$ cat config.mk
export PLATFORM = sky130hd
export DESIGN_NAME = seg_scan_driver_flat
export DESIGN_NICKNAME = d
export VERILOG_FILES = /design/src/rtl/seg_scan_driver_if.sv /design/src/rtl/seg_scan_driver.sv /design/src/flat_wrapper.sv
export SDC_FILE = /design/constraint.sdc
export NUM_CORES = 1
export LEC_CHECK = 0
export BUFFER_PORTS_ARGS = -buffer_cell sky130_fd_sc_hd__buf_4
export CAP_MARGIN = 20
export CORE_UTILIZATION = 55
export CTS_BUF_LIST = sky130_fd_sc_hd__clkbuf_8
export DETAILED_ROUTE_END_ITERATION = 10
export GPL_TIMING_DRIVEN = 0
export HOLD_SLACK_MARGIN = 0.05
export PLACE_DENSITY = 0.77
export SLEW_MARGIN = 0
export SYNTH_ARGS = -nofsm -noshare
export SYNTH_HDL_FRONTEND = slang
export SYNTH_SLANG_ARGS = --single-unit
$ cat constraint.sdc
create_clock -name clk -period 2.4 [get_ports clk]
set_input_delay 0.48 -clock clk [delete_from_list [all_inputs] [get_ports clk]]
set_output_delay 0.48 -clock clk [all_outputs]
set_load 0.005 [all_outputs]
$ cat src/rtl/seg_scan_driver_if.sv
// ---------------------------------------------------------------------------
// seg_scan_driver_if
// Groups the value/handshake and display signals of seg_scan_driver.
//   bin_in      : 14-bit unsigned value to convert (host -> driver)
//   load        : single-cycle convert request     (host -> driver)
//   blank_lz    : blank leading-zero digits        (host -> driver)
//   busy        : conversion in progress           (driver -> host)
//   ovf         : last accepted value was clamped  (driver -> host)
//   digit_value : BCD nibble of the selected digit (driver -> display)
//   anode_n     : active-low digit enables         (driver -> display)
// Modports: master = host/bench side, slave = driver side.
// ---------------------------------------------------------------------------
interface seg_scan_driver_if;
  logic [13:0] bin_in;
  logic        load;
  logic        blank_lz;
  logic        busy;
  logic        ovf;
  logic [3:0]  digit_value;
  logic [3:0]  anode_n;

  modport master (
    output bin_in, load, blank_lz,
    input  busy, ovf, digit_value, anode_n
  );

  modport slave (
    input  bin_in, load, blank_lz,
    output busy, ovf, digit_value, anode_n
  );
endinterface

$ cat src/rtl/seg_scan_driver.sv
// ---------------------------------------------------------------------------
// seg_scan_driver
// Converts a 14-bit binary value (clamped to 9999) to four BCD digits with a
// serial double-dabble engine (one iteration per clock, 14 iterations), then
// multiplexes the digits onto a common-anode 4-digit 7-segment display.
// Ports:
//   clk   : single clock, rising edge
//   rst_n : asynchronous active-low reset
//   bus   : seg_scan_driver_if.slave (bin_in, load, blank_lz in;
//           busy, ovf, digit_value, anode_n out)
// Parameter:
//   REFRESH_DIV : clk cycles each digit stays selected (2..2^20)
// ---------------------------------------------------------------------------
module seg_scan_driver #(
  parameter int unsigned REFRESH_DIV = 100000
) (
  input  logic              clk,
  input  logic              rst_n,
  seg_scan_driver_if.slave  bus
);

  typedef enum logic [0:0] {
    IDLE    = 1'b0,
    CONVERT = 1'b1
  } state_t;

  localparam logic [19:0] PRESC_MAX  = 20'(REFRESH_DIV - 32'd1);
  localparam logic [13:0] CLAMP_MAX  = 14'd9999;
  localparam logic [3:0]  LAST_ITER  = 4'd13;

  // One double-dabble step: add 3 to every nibble >= 5, then shift in msb.
  function automatic logic [15:0] dd_step(input logic [15:0] bcd, input logic msb);
    logic [15:0] adj;
    adj = bcd;
    for (int n = 0; n < 4; n++) begin
      if (bcd[n*4 +: 4] >= 4'd5) begin
        adj[n*4 +: 4] = bcd[n*4 +: 4] + 4'd3;
      end else begin
        adj[n*4 +: 4] = bcd[n*4 +: 4];
      end
    end
    return {adj[14:0], msb};
  endfunction

  state_t      state_r, state_s;
  logic [13:0] bin_r,   bin_s;
  logic [15:0] bcd_r,   bcd_s;
  logic [3:0]  iter_r,  iter_s;
  logic        busy_r,  busy_s;
  logic        ovf_r,   ovf_s;
  logic [15:0] disp_r,  disp_s;
  logic [15:0] bcd_step_s;

  logic [19:0] presc_r, presc_s;
  logic [1:0]  idx_r,   idx_s;
  logic        wrap_s;
  logic        blank_s;
  logic [3:0]  digit_sel_s;
  logic [3:0]  anode_sel_s;
  logic [3:0]  digit_value_r;
  logic [3:0]  anode_n_r;

  assign bcd_step_s = dd_step(bcd_r, bin_r[13]);

  // Conversion FSM: next state, datapath and display-commit decisions.
  always_comb begin
    state_s = state_r;
    bin_s   = bin_r;
    bcd_s   = bcd_r;
    iter_s  = iter_r;
    busy_s  = busy_r;
    ovf_s   = ovf_r;
    disp_s  = disp_r;
    case (state_r)
      IDLE: begin
        if (bus.load) begin
          state_s = CONVERT;
          busy_s  = 1'b1;
          iter_s  = 4'd0;
          bcd_s   = 16'h0000;
          if (bus.bin_in > CLAMP_MAX) begin
            bin_s = CLAMP_MAX;
            ovf_s = 1'b1;
          end else begin
            bin_s = bus.bin_in;
            ovf_s = 1'b0;
          end
        end else begin
          busy_s = 1'b0;
        end
      end
      CONVERT: begin
        bcd_s = bcd_step_s;
        bin_s = {bin_r[12:0], 1'b0};
        if (iter_r == LAST_ITER) begin
          // Final iteration result goes straight to the display in one edge.
          disp_s  = bcd_step_s;
          state_s = IDLE;
          busy_s  = 1'b0;
          iter_s  = 4'd0;
        end else begin
          iter_s = iter_r + 4'd1;
        end
      end
      default: begin
        state_s = IDLE;
        busy_s  = 1'b0;
        iter_s  = 4'd0;
      end
    endcase
  end

  // Conversion FSM state and datapath registers.
  always_ff @(posedge clk or negedge rst_n) begin
    if (!rst_n) begin
      state_r <= IDLE;
      bin_r   <= 14'd0;
      bcd_r   <= 16'h0000;
      iter_r  <= 4'd0;
      busy_r  <= 1'b0;
      ovf_r   <= 1'b0;
      disp_r  <= 16'h0000;
    end else begin
      state_r <= state_s;
      bin_r   <= bin_s;
      bcd_r   <= bcd_s;
      iter_r  <= iter_s;
      busy_r  <= busy_s;
      ovf_r   <= ovf_s;
      disp_r  <= disp_s;
    end
  end

  // Scan prescaler/index next values and the slot's digit/anode selection.
  // Selection uses the next index so outputs move on the same edge as it.
  always_comb begin
    wrap_s  = (presc_r == PRESC_MAX);
    presc_s = wrap_s ? 20'd0 : (presc_r + 20'd1);
    idx_s   = wrap_s ? (idx_r + 2'd1) : idx_r;
    blank_s = 1'b0;
    case (idx_s)
      2'd0: begin
        digit_sel_s = disp_r[3:0];
        anode_sel_s = 4'b1110;
      end
      2'd1: begin
        digit_sel_s = disp_r[7:4];
        anode_sel_s = 4'b1101;
        blank_s     = (disp_r[15:4] == 12'h000);
      end
      2'd2: begin
        digit_sel_s = disp_r[11:8];
        anode_sel_s = 4'b1011;
        blank_s     = (disp_r[15:8] == 8'h00);
      end
      2'd3: begin
        digit_sel_s = disp_r[15:12];
        anode_sel_s = 4'b0111;
        blank_s     = (disp_r[15:12] == 4'h0);
      end
      default: begin
        digit_sel_s = disp_r[3:0];
        anode_sel_s = 4'b1110;
      end
    endcase
    // Digit 0 is never blanked (its slot has blank_s = 0 above).
    if (bus.blank_lz && blank_s) begin
      anode_sel_s = 4'b1111;
    end else begin
      anode_sel_s = anode_sel_s;
    end
  end

  // Scan prescaler, digit index and registered display outputs.
  always_ff @(posedge clk or negedge rst_n) begin
    if (!rst_n) begin
      presc_r       <= 20'd0;
      idx_r         <= 2'd0;
      digit_value_r <= 4'h0;
      anode_n_r     <= 4'b1110;
    end else begin
      presc_r       <= presc_s;
      idx_r         <= idx_s;
      digit_value_r <= digit_sel_s;
      anode_n_r     <= anode_sel_s;
    end
  end

  assign bus.busy        = busy_r;
  assign bus.ovf         = ovf_r;
  assign bus.digit_value = digit_value_r;
  assign bus.anode_n     = anode_n_r;

endmodule

$ cat src/flat_wrapper.sv
// flat-port wrapper written by rule: the top's interface ports become plain ports
module seg_scan_driver_flat 
#(
  parameter int unsigned REFRESH_DIV = 100000
)
  (clk, rst_n, bus_bin_in, bus_load, bus_blank_lz, bus_busy, bus_ovf, bus_digit_value, bus_anode_n);
  seg_scan_driver_if bus_i ();
  input  logic clk;
  input  logic rst_n;
  input wire logic [$bits(bus_i.bin_in)-1:0] bus_bin_in;
  input wire logic [$bits(bus_i.load)-1:0] bus_load;
  input wire logic [$bits(bus_i.blank_lz)-1:0] bus_blank_lz;
  output wire logic [$bits(bus_i.busy)-1:0] bus_busy;
  output wire logic [$bits(bus_i.ovf)-1:0] bus_ovf;
  output wire logic [$bits(bus_i.digit_value)-1:0] bus_digit_value;
  output wire logic [$bits(bus_i.anode_n)-1:0] bus_anode_n;
  assign bus_i.bin_in = bus_bin_in;
  assign bus_i.load = bus_load;
  assign bus_i.blank_lz = bus_blank_lz;
  assign bus_busy = bus_i.busy;
  assign bus_ovf = bus_i.ovf;
  assign bus_digit_value = bus_i.digit_value;
  assign bus_anode_n = bus_i.anode_n;
  seg_scan_driver #(.REFRESH_DIV(REFRESH_DIV)) u_core (.clk(clk), .rst_n(rst_n), .bus(bus_i));
endmodule
==> metrics, run 1 <==
ys flop type dfrtp_1; area of the mapped netlist 4090 sq um; routed vias/inst 5.80; first-pass GRT wire length 14,900 um; CTS Buf Count 9; postcts setup bufs 0; R2R Path End u_core.bus.digit_value[3]; Hold Vio Cnt, Final 0; Syn. warnings 0; Setup TNS 0 ps; largest family of logic cells by synthesized area simple AND/OR/NAND/NOR gates; syn nets 441; Post-Syn Instances 412; Avg Inst Size Synth 9.92 sq um; total grt overflow 0; switching pwr 1.70 mW; fillers 596; FF-to-FF path depth 6; 1st-iter DRT viols 174; status complete, no violations; compound-cell area share of the yosys netlist 17.1%; Max Slew Vio Count 0; H-tree Lvls 3; drt total wl 8800 um; setup ws final 466 ps; synthesized flop and latch total 83; relative slew slack 61.6%; # nets final 480; cell with the most instances after synthesis dfrtp_1; share of synthesized registers carrying an async set or reset 100%; Clock Tree Root clkbuf_8; Worst Hold Path EP u_core.bus.anode_n[3]; I/O pins 28; Area Overhead vs Synth 13.8%; wire length per cell 15.9 um; Arr. time, crit path 2130 ps; switch share 35.0%; highest clock rate 0.517 GHz; EDFF count, synth 0; CTS tree built; final critical-path share of the clock period 80.6%; Setup crit end kind flop; clock network power share 21.8%; RSZ-0062 raised after global routing false; clock sink total 83; Global Route Usage Sum 25.0%; Post-synth top cells 80 x dfrtp_1, 49 x nand2_1, 42 x o21ai_0; Pint 3.16 mW; Flop pwr share 44.3%; Die ar. 7780 sq um; combinational power share 33.9%; Die Y 88.2 um; ANT cells 0; Core Box Area 7210 sq um; Vias 3,214; CTS-repair resized insts 0; Final Skew 9.78 ps; Worst Hold Depth 3; Final Critical Period 1930 ps; Req. time, crit path 2600 ps; Post-Synth Simple-Gate Area 18.4%; Worst Tran Pin Value 575 ps; pwr dens 1050 nW/um^2; Pre-Repair DR Iteration Count 5; CTS max path bufs 2; VDD IR max 0.577 mV; Cell Rows 31; Distinct cells, synth 50; Synth Area in Adders 3.37%; Critical Path Start Type flop; Hold Path Class in -> reg; register area share after synthesis 50.9%; largest fanout on the critical path 9; largest net degree at the start of global routing 84; Synth top area share 49.0%; reg2reg start u_core.presc_r[14]; HP Start bus_blank_lz; Synth Area in XOR/XNOR 4.93%; Clk pin slew, worst setup/hold paths 80 ps; vias in the first global route 3,182; post-synthesis mux area share 1.90%; r2r setup slk 470 ps; HPWL after detailed placement 6150 um; GPL Wtd Cong 0.841; Pwr Total 4.86 mW; Initial Util 56.7%; Synth area leader dfrtp_1; Final setup viols 0; drt drc 0; placed insts 537; MaxCap Viol Count 0; top cells by area, synth dfrtp_1 49%, o21ai_0 5.1%, nand2_1 4.5%; Antenna Nets Post-Route 0; antenna violations before repair 0; final cell count without fillers 554; DIE WIDTH 88.2 um; worst skew pair latency 350 ps; Pleak 2.09 nW; layout cell share with drive strength beyond 1 14.9%; dpl ws 468 ps; crit path kind reg -> reg; port bufs 26
==> flip-flops by register name, indices dropped and copies added, names as in the netlist, 2 cells and up <==
signal,cells
u_core.bcd_r,16
u_core.bin_r,14
u_core.bus.anode_n,4
u_core.bus.digit_value,4
u_core.disp_r,16
u_core.idx_r,2
u_core.iter_r,4
u_core.presc_r,20
==> layer usage <==
layer  wire length [um]  up-vias  track usage (%)
li1                   -     1557                -
met1               3990     1576             33.3
met2               4340       73             41.6
met3                368        8             6.06
met4                 96        0             5.87
met5                  0        -                0
==> worst max-delay path by stage <==
stage / startpoint / cells after the start / endpoint / slack [ps]
after floorplan: u_core.presc_r[14] / 5 / u_core.bus.digit_value[0] / 680
after global placement: u_core.presc_r[14] / 6 / u_core.bus.digit_value[3] / 520
after detailed placement: u_core.presc_r[14] / 6 / u_core.bus.digit_value[3] / 470
after CTS: u_core.presc_r[14] / 6 / u_core.bus.digit_value[3] / 470
after global routing: u_core.presc_r[0] / 6 / u_core.bus.digit_value[3] / 300
final: u_core.presc_r[14] / 6 / u_core.bus.digit_value[3] / 470
==> metrics by stage <==
stage          utilization [%]  cell area (sq um)  hold WS (ps)
2_1_floorplan                -               4090           184
3_3_place_gp              61.1               4410           466
3_5_place_dp              61.1               4410           473
4_1_cts                   64.0               4620           345
5_1_grt                   64.5               4650           392
6_report                  64.5               4650           371
==> critical path, cell delays in order (launching register included) <==
cell	delay, ps
dfrtp_1	420
nor4_2	370
nand4_4	220
or2_0	240
buf_2	180
o31ai_1	220
a22oi_1	130
==> power groups by stage <==
stage                     combinational [mW]  clock [mW]  sequential [mW]
after floorplan                         1.22           0             2.08
after global placement                  1.55           0             2.15
after detailed placement                1.64           0             2.17
after CTS                               1.65        1.08             2.15
after global routing                    1.87        1.14             2.20
final                                   1.65        1.06             2.15
==> placed cells by master (no fill, tap or decap), types with 2 or more instances in the layout <==
cell / synthesis / routed
xnor2_1: 16 / 16
dfstp_2: 3 / 3
nor3b_1: 9 / 9
or4_1: 2 / 2
mux2_2: 6 / 6
nor3_1: 6 / 6
dfrtp_1: 80 / 80
clkbuf_1: 15 / 15
o22ai_1: 14 / 14
a21o_1: 3 / 3
xor2_1: 7 / 7
ha_1: 11 / 11
nand4_1: 4 / 4
clkbuf_8: 0 / 10
a31o_2: 4 / 4
a31oi_1: 2 / 2
nand3_1: 13 / 13
nand4_4: 2 / 2
clkinv_1: 2 / 2
a22oi_1: 4 / 4
bufinv_16: 0 / 2
nor3_4: 2 / 2
buf_2: 2 / 2
nor4_1: 3 / 3
a311oi_1: 3 / 3
buf_4: 0 / 26
a21oi_1: 22 / 22
nand2b_1: 4 / 4
nor2_1: 29 / 29
o221ai_1: 8 / 8
and3_1: 3 / 3
o31ai_1: 8 / 8
inv_1: 16 / 19
o21ai_0: 42 / 42
nand2_1: 49 / 49
==> cell type report <==
| type | count | area (sq um) | area share, % |
|---|---|---|---|
| clock inverter | 5 | 71.3 | 1.53 |
| multi-input combinational | 293 | 1870 | 40.2 |
| inverter | 18 | 67.6 | 1.45 |
| tap | 99 | 124 | 2.66 |
| buffer | 18 | 70.1 | 1.51 |
| timing repair buffer | 28 | 233 | 5.00 |
| sequential | 83 | 2080 | 44.7 |
| clock buffer | 10 | 138 | 2.96 |
==> kinds of logic after synthesis <==
kind of cell,after synthesis
buf+inv,36
xor+xnor,23
fa+ha+maj,11
mux,7
simple gates,138
flops,83
compound gates,114
==> timing repair <==
item                       4_1_cts  5_1_grt
setup endpoints to repair        0        0
hold endpoints to repair         0       19
hold buffers                     0        1
(Power assumes the default switching activity.)
==> inputs of run 2 (changes only) <==
- PLACE_DENSITY: 0.77 -> 0.79
- clock period: 2.4 -> 1.6 ns (I/O delays scaled with it)
==> run 2 against run 1 <==
  * Critical path type unchanged
  * The flow now finishes with violations (setup timing)
  * Critical endpoint is now u_core.bus.digit_value[1]
  * Cell area grew 12%
  * Global-route usage up 0.87 points
  * Sequential power grew 54%
  * Critical path depth down 1
==> metrics, run 2 (synthesis results as in run 1) <==
largest net degree at the start of global routing 84; placed insts 537; most common cell after layout, fill and taps aside dfrtp_1; most frequent cells in the layout 74 x dfrtp_1, 52 x buf_4, 48 x nand2_1; Pwr Total 8.27 mW; Final Skew 9.03 ps; port bufs 26; met2 global-route usage 42.0%; Vias 3,473; Hold WS 208 ps; # nets final 510; drt drc 0; relative slew slack 60.6%; routed vias/inst 5.94; total grt overflow 0; I/O pins 28; Antenna Nets Post-Route 0; Final setup viols 18; final instance area 5230 sq um; register area 2090 sq um; Die Y 88.2 um; Setup crit end kind flop; HPWL after detailed placement 5870 um; Max Slew Vio Count 0; Multi-input gate area 2180 sq um; antenna violations before repair 0; Core Util, Final 72.5%; Placed Area 4420 sq um; status finished, violations left; final critical-path share of the clock period 117%; 1st-iter DRT viols 225; Pleak 2.29 nW; ANT cells 0; CTS max path bufs 2; Hold Vio Cnt, Final 0; Area Overhead vs Synth 27.9%; fillers 496; Cell Rows 31; H-tree Lvls 3; Pre-Repair DR Iteration Count 4; Final Critical Period 1870 ps; Worst Tran Pin Value 588 ps; VDD IR max 1.08 mV; largest fanout on the critical path 6; Req. time, crit path 1810 ps; dpl ws -265 ps; vias in the first global route 3,269; largest reg by FF count u_core.presc_r; failing checks setup timing; highest clock rate 0.534 GHz; max reg flops 20; DIE WIDTH 88.2 um; Global Route Usage Sum 25.9%; Clock Tree Root clkbuf_8; Critical Path Start Type flop; Clk pin slew, worst setup/hold paths 90 ps; setup ws final -273 ps; drt total wl 10,000 um; worst skew pair latency 350 ps; crit path kind reg -> reg; crit-path cells nor4_4 > nand4_4 > or3_4 > o221ai_2 > a22oi_2; Core Box Area 7210 sq um; Arr. time, crit path 2090 ps; RSZ-0062 raised after global routing true; biggest regs u_core.presc_r: 20 flops, u_core.bcd_r: 16 flops, u_core.disp_r: 16 flops; MaxCap Viol Count 0; layout cell share with drive strength beyond 1 32.7%; crit-path max cell delay 440 ps; Initial Util 56.7%; Die ar. 7780 sq um; pwr dens 1580 nW/um^2; met3 Use GR 3.36%; CTS tree built; Setup TNS -2660 ps; first-pass GRT wire length 15,500 um; slowest CP cell dfrtp_2; final cell count without fillers 585; wire length per cell 17.1 um; GR Util met1 34.9%; r2r setup slk -270 ps; Hold Path Class in -> reg; grt peak-use layer met2; GPL Wtd Cong 0.842; clock sink total 83; CTS Buf Count 9
run 2: where the power goes:
group | leakage, nW | switching [mW] | internal [mW]
clock | 0.0987 | 0.773 | 0.764
sequential | 1.06 | 0.612 | 2.71
combinational | 1.14 | 1.71 | 1.70
run 2: final cells by class:
type                            instances  share of cell area (%)
Sequential cell                        83                    39.9
Buffer                                 18                    1.80
Clock inverter                          6                    1.22
Inverter                               18                    1.29
Multi-Input combinational cell        293                    41.6
Timing Repair Buffer                   58                    9.10
Clock buffer                           10                    2.63
Tap cell                               99                    2.37
run 2: critical path: cells and delay by family (launching register included):
family | cells | cell delay (ps)
AO/OA/AOI/OAI | 2 | 350
AND/OR/NAND/NOR | 3 | 940
flip-flops | 1 | 440
run 2: final timing paths:
kind                                          from                         to  cells after the start
worst max-delay path            u_core.presc_r[14]  u_core.bus.digit_value[1]                      5
worst min-delay path                  bus_blank_lz      u_core.bus.anode_n[3]                      3
worst max register to register  u_core.presc_r[14]  u_core.bus.digit_value[1]                      5
worst min register to register    u_core.iter_r[3]           u_core.iter_r[3]                      1
max in group asynchronous                    rst_n           u_core.iter_r[0]                      3
min in group asynchronous                    rst_n           u_core.disp_r[8]                      2
run 2: routing by layer:
layer,wire length (um),part of all wire [%]
met2,5050,51
met3,516,5.2
met5,0,0
met4,280,2.8
met1,4160,42
run 2: what timing repair did:
| action | 4_1_cts | 5_1_grt |
|---|---|---|
| buffers inserted | 17 | 12 |
| pin swaps | 5 | 14 |
| hold buffers | 0 | 1 |
| endpoints found under the hold margin | 0 | 14 |
| setup endpoints to repair | 44 | 56 |
| cloned | 0 | 1 |
| resized for setup | 39 | 44 |
==> inputs of run 3 (changes only) <==
- PLACE_DENSITY: 0.79 -> 0.77
- clock period: 1.6 -> 2 ns (I/O delays scaled with it)
==> run 3 against run 2 <==
  * The flow now finishes without violations
  * Flip-flop and latch count is the same
  * Sequential share of layout area grew 4.4 points
  * Total power decreased by 29%
  * Critical path depth rose by 1
  * Largest cell class is now sequential cells
  * Utilization decreased by 7.4 points
  * Critical endpoint is now u_core.bus.digit_value[2]
  * Clock skew down 0.77 ps
  * Largest power group is now sequential cells
  * First-iteration DRC count is 20% lower
  * Sequential power down 22%
  * Worst hold slack better by 81 ps
  * Die area is the same
  * Combinational power decreased by 42%
==> metrics, run 3 (synthesis results as in run 1) <==
Hold Vio Cnt, Final 0; Worst Tran Pin Value 604 ps; clock sink total 83; Vias 3,254; status complete, no violations; Die ar. 7780 sq um; ANT cells 0; VDD IR max 0.690 mV; Global Route Usage Sum 25.0%; Pwr Total 5.84 mW; Worst Setup SP u_core.presc_r[8]; Hold Path Class in -> reg; largest net degree at the start of global routing 84; total grt overflow 0; Final Skew 8.26 ps; Arr. time, crit path 2050 ps; biggest regs u_core.presc_r: 20 flops, u_core.bcd_r: 16 flops, u_core.disp_r: 16 flops; reg2reg start u_core.presc_r[8]; H-tree Lvls 3; RSZ-0062 raised after global routing false; largest fanout on the critical path 9; vias in the first global route 3,182; dpl ws 68.0 ps; setup ws final 147 ps; fillers 592; drt total wl 8830 um; Die Y 88.2 um; Req. time, crit path 2190 ps; MaxCap Viol Count 0; most frequent cells in the layout 80 x dfrtp_1, 49 x nand2_1, 42 x o21ai_0; port bufs 26; Setup TNS 0 ps; Pleak 2.09 nW; max reg flops 20; Area Overhead vs Synth 14.8%; drt drc 0; Final setup viols 0; Core Box Area 7210 sq um; FF-to-FF path depth 6; Critical Path Start Type flop; Setup crit end kind flop; Max Slew Vio Count 0; crit path capture u_core.bus.digit_value[2]; HPWL after detailed placement 6150 um; wire length per cell 15.9 um; Final Critical Period 1850 ps; r2r setup slk 150 ps; Clk pin slew, worst setup/hold paths 70 ps; CTS Buf Count 9; Cell Rows 31; Core Util, Final 65.0%; Pre-Repair DR Iteration Count 4; I/O pins 28; pwr dens 1240 nW/um^2; highest clock rate 0.540 GHz; Antenna Nets Post-Route 0; CTS tree built; largest reg by FF count u_core.presc_r; 1st-iter DRT viols 180; relative slew slack 59.7%; # nets final 482; DIE WIDTH 88.2 um; routed vias/inst 5.85; most common cell after layout, fill and taps aside dfrtp_1; GPL Wtd Cong 0.841; R2R Path End u_core.bus.digit_value[2]; worst skew pair latency 350 ps; first-pass GRT wire length 14,900 um; final critical-path share of the clock period 92.7%; Initial Util 56.7%; crit path kind reg -> reg; Clock Tree Root clkbuf_8; antenna violations before repair 0; layout cell share with drive strength beyond 1 15.5%; CTS max path bufs 2
==> run 3: changes by cell type in the layout (fill, tap and decap cells not counted), moves of 8 or more <==
cell | previous run | this run
buf_4 | 52 | 28
o221ai_1 | 0 | 8
inv_1 | 10 | 19
o221ai_2 | 8 | 0
==> run 3: worst max-delay path, cell delays in order (launching register included) <==
cell and delay [ps]:
dfrtp_1 490, nor4_4 290, nand4_4 160, or2_0 230
buf_2 180, o31ai_1 210, a22oi_1 130
==> run 3: worst min-delay path by stage <==
| stage | start | end | slack [ps] | cells after the start |
|---|---|---|---|---|
| detailed placement | u_core.bin_r[9] | u_core.bin_r[10] | 470 | 2 |
| finish | bus_blank_lz | u_core.bus.anode_n[3] | 290 | 3 |
| global route | bus_blank_lz | u_core.bus.anode_n[3] | 310 | 3 |
| floorplan | rst_n | u_core.bcd_r[0] | 100 | 0 |
| global placement | u_core.bus.busy | u_core.bus.busy | 470 | 1 |
| CTS | rst_n | u_core.presc_r[12] | 260 | 1 |
==> run 3: where the power goes <==
part,switching (mW),internal [mW]
Sequential,0.418,2.17
Combinational,1.07,0.909
Clock,0.553,0.718
==> run 3: cell type report <==
class | instances | area, sq um | area share [%]
timing repair buffer | 30 | 248 | 5.28
buffer | 18 | 70.1 | 1.49
tap | 99 | 124 | 2.64
inverter | 18 | 67.6 | 1.44
multi-input combinational | 293 | 1890 | 40.3
clock buffer | 10 | 138 | 2.93
clock inverter | 5 | 71.3 | 1.52
sequential | 83 | 2080 | 44.4
==> run 3: layer usage <==
| metal | vias to the layer above | part of all wire, % | global-route usage (%) |
|---|---|---|---|
| li1 | 1567 | - | - |
| met1 | 1620 | 45 | 33.3 |
| met2 | 55 | 50 | 41.6 |
| met3 | 12 | 3.3 | 6.06 |
| met4 | 0 | 1.3 | 5.87 |
| met5 | - | 0 | 0 |
==> run 3: per-stage QoR <==
| step | instance area (sq um) | instances | hold WS, ps |
|---|---|---|---|
| CTS | 4620 | 552 | 265 |
| finish | 4690 | 556 | 289 |
| floorplan | 4090 | 412 | 104 |
| global placement | 4410 | 537 | 466 |
| detailed placement | 4410 | 537 | 473 |
| global route | 4690 | 556 | 312 |
==> run 3: repair_timing <==
action                                  in CTS  in global routing
setup buffers                                0                  2
hold buffers                                 0                  1
resized for setup                            0                  3
endpoints found under the setup margin       0                  7
hold endpoints to repair                     0                 19
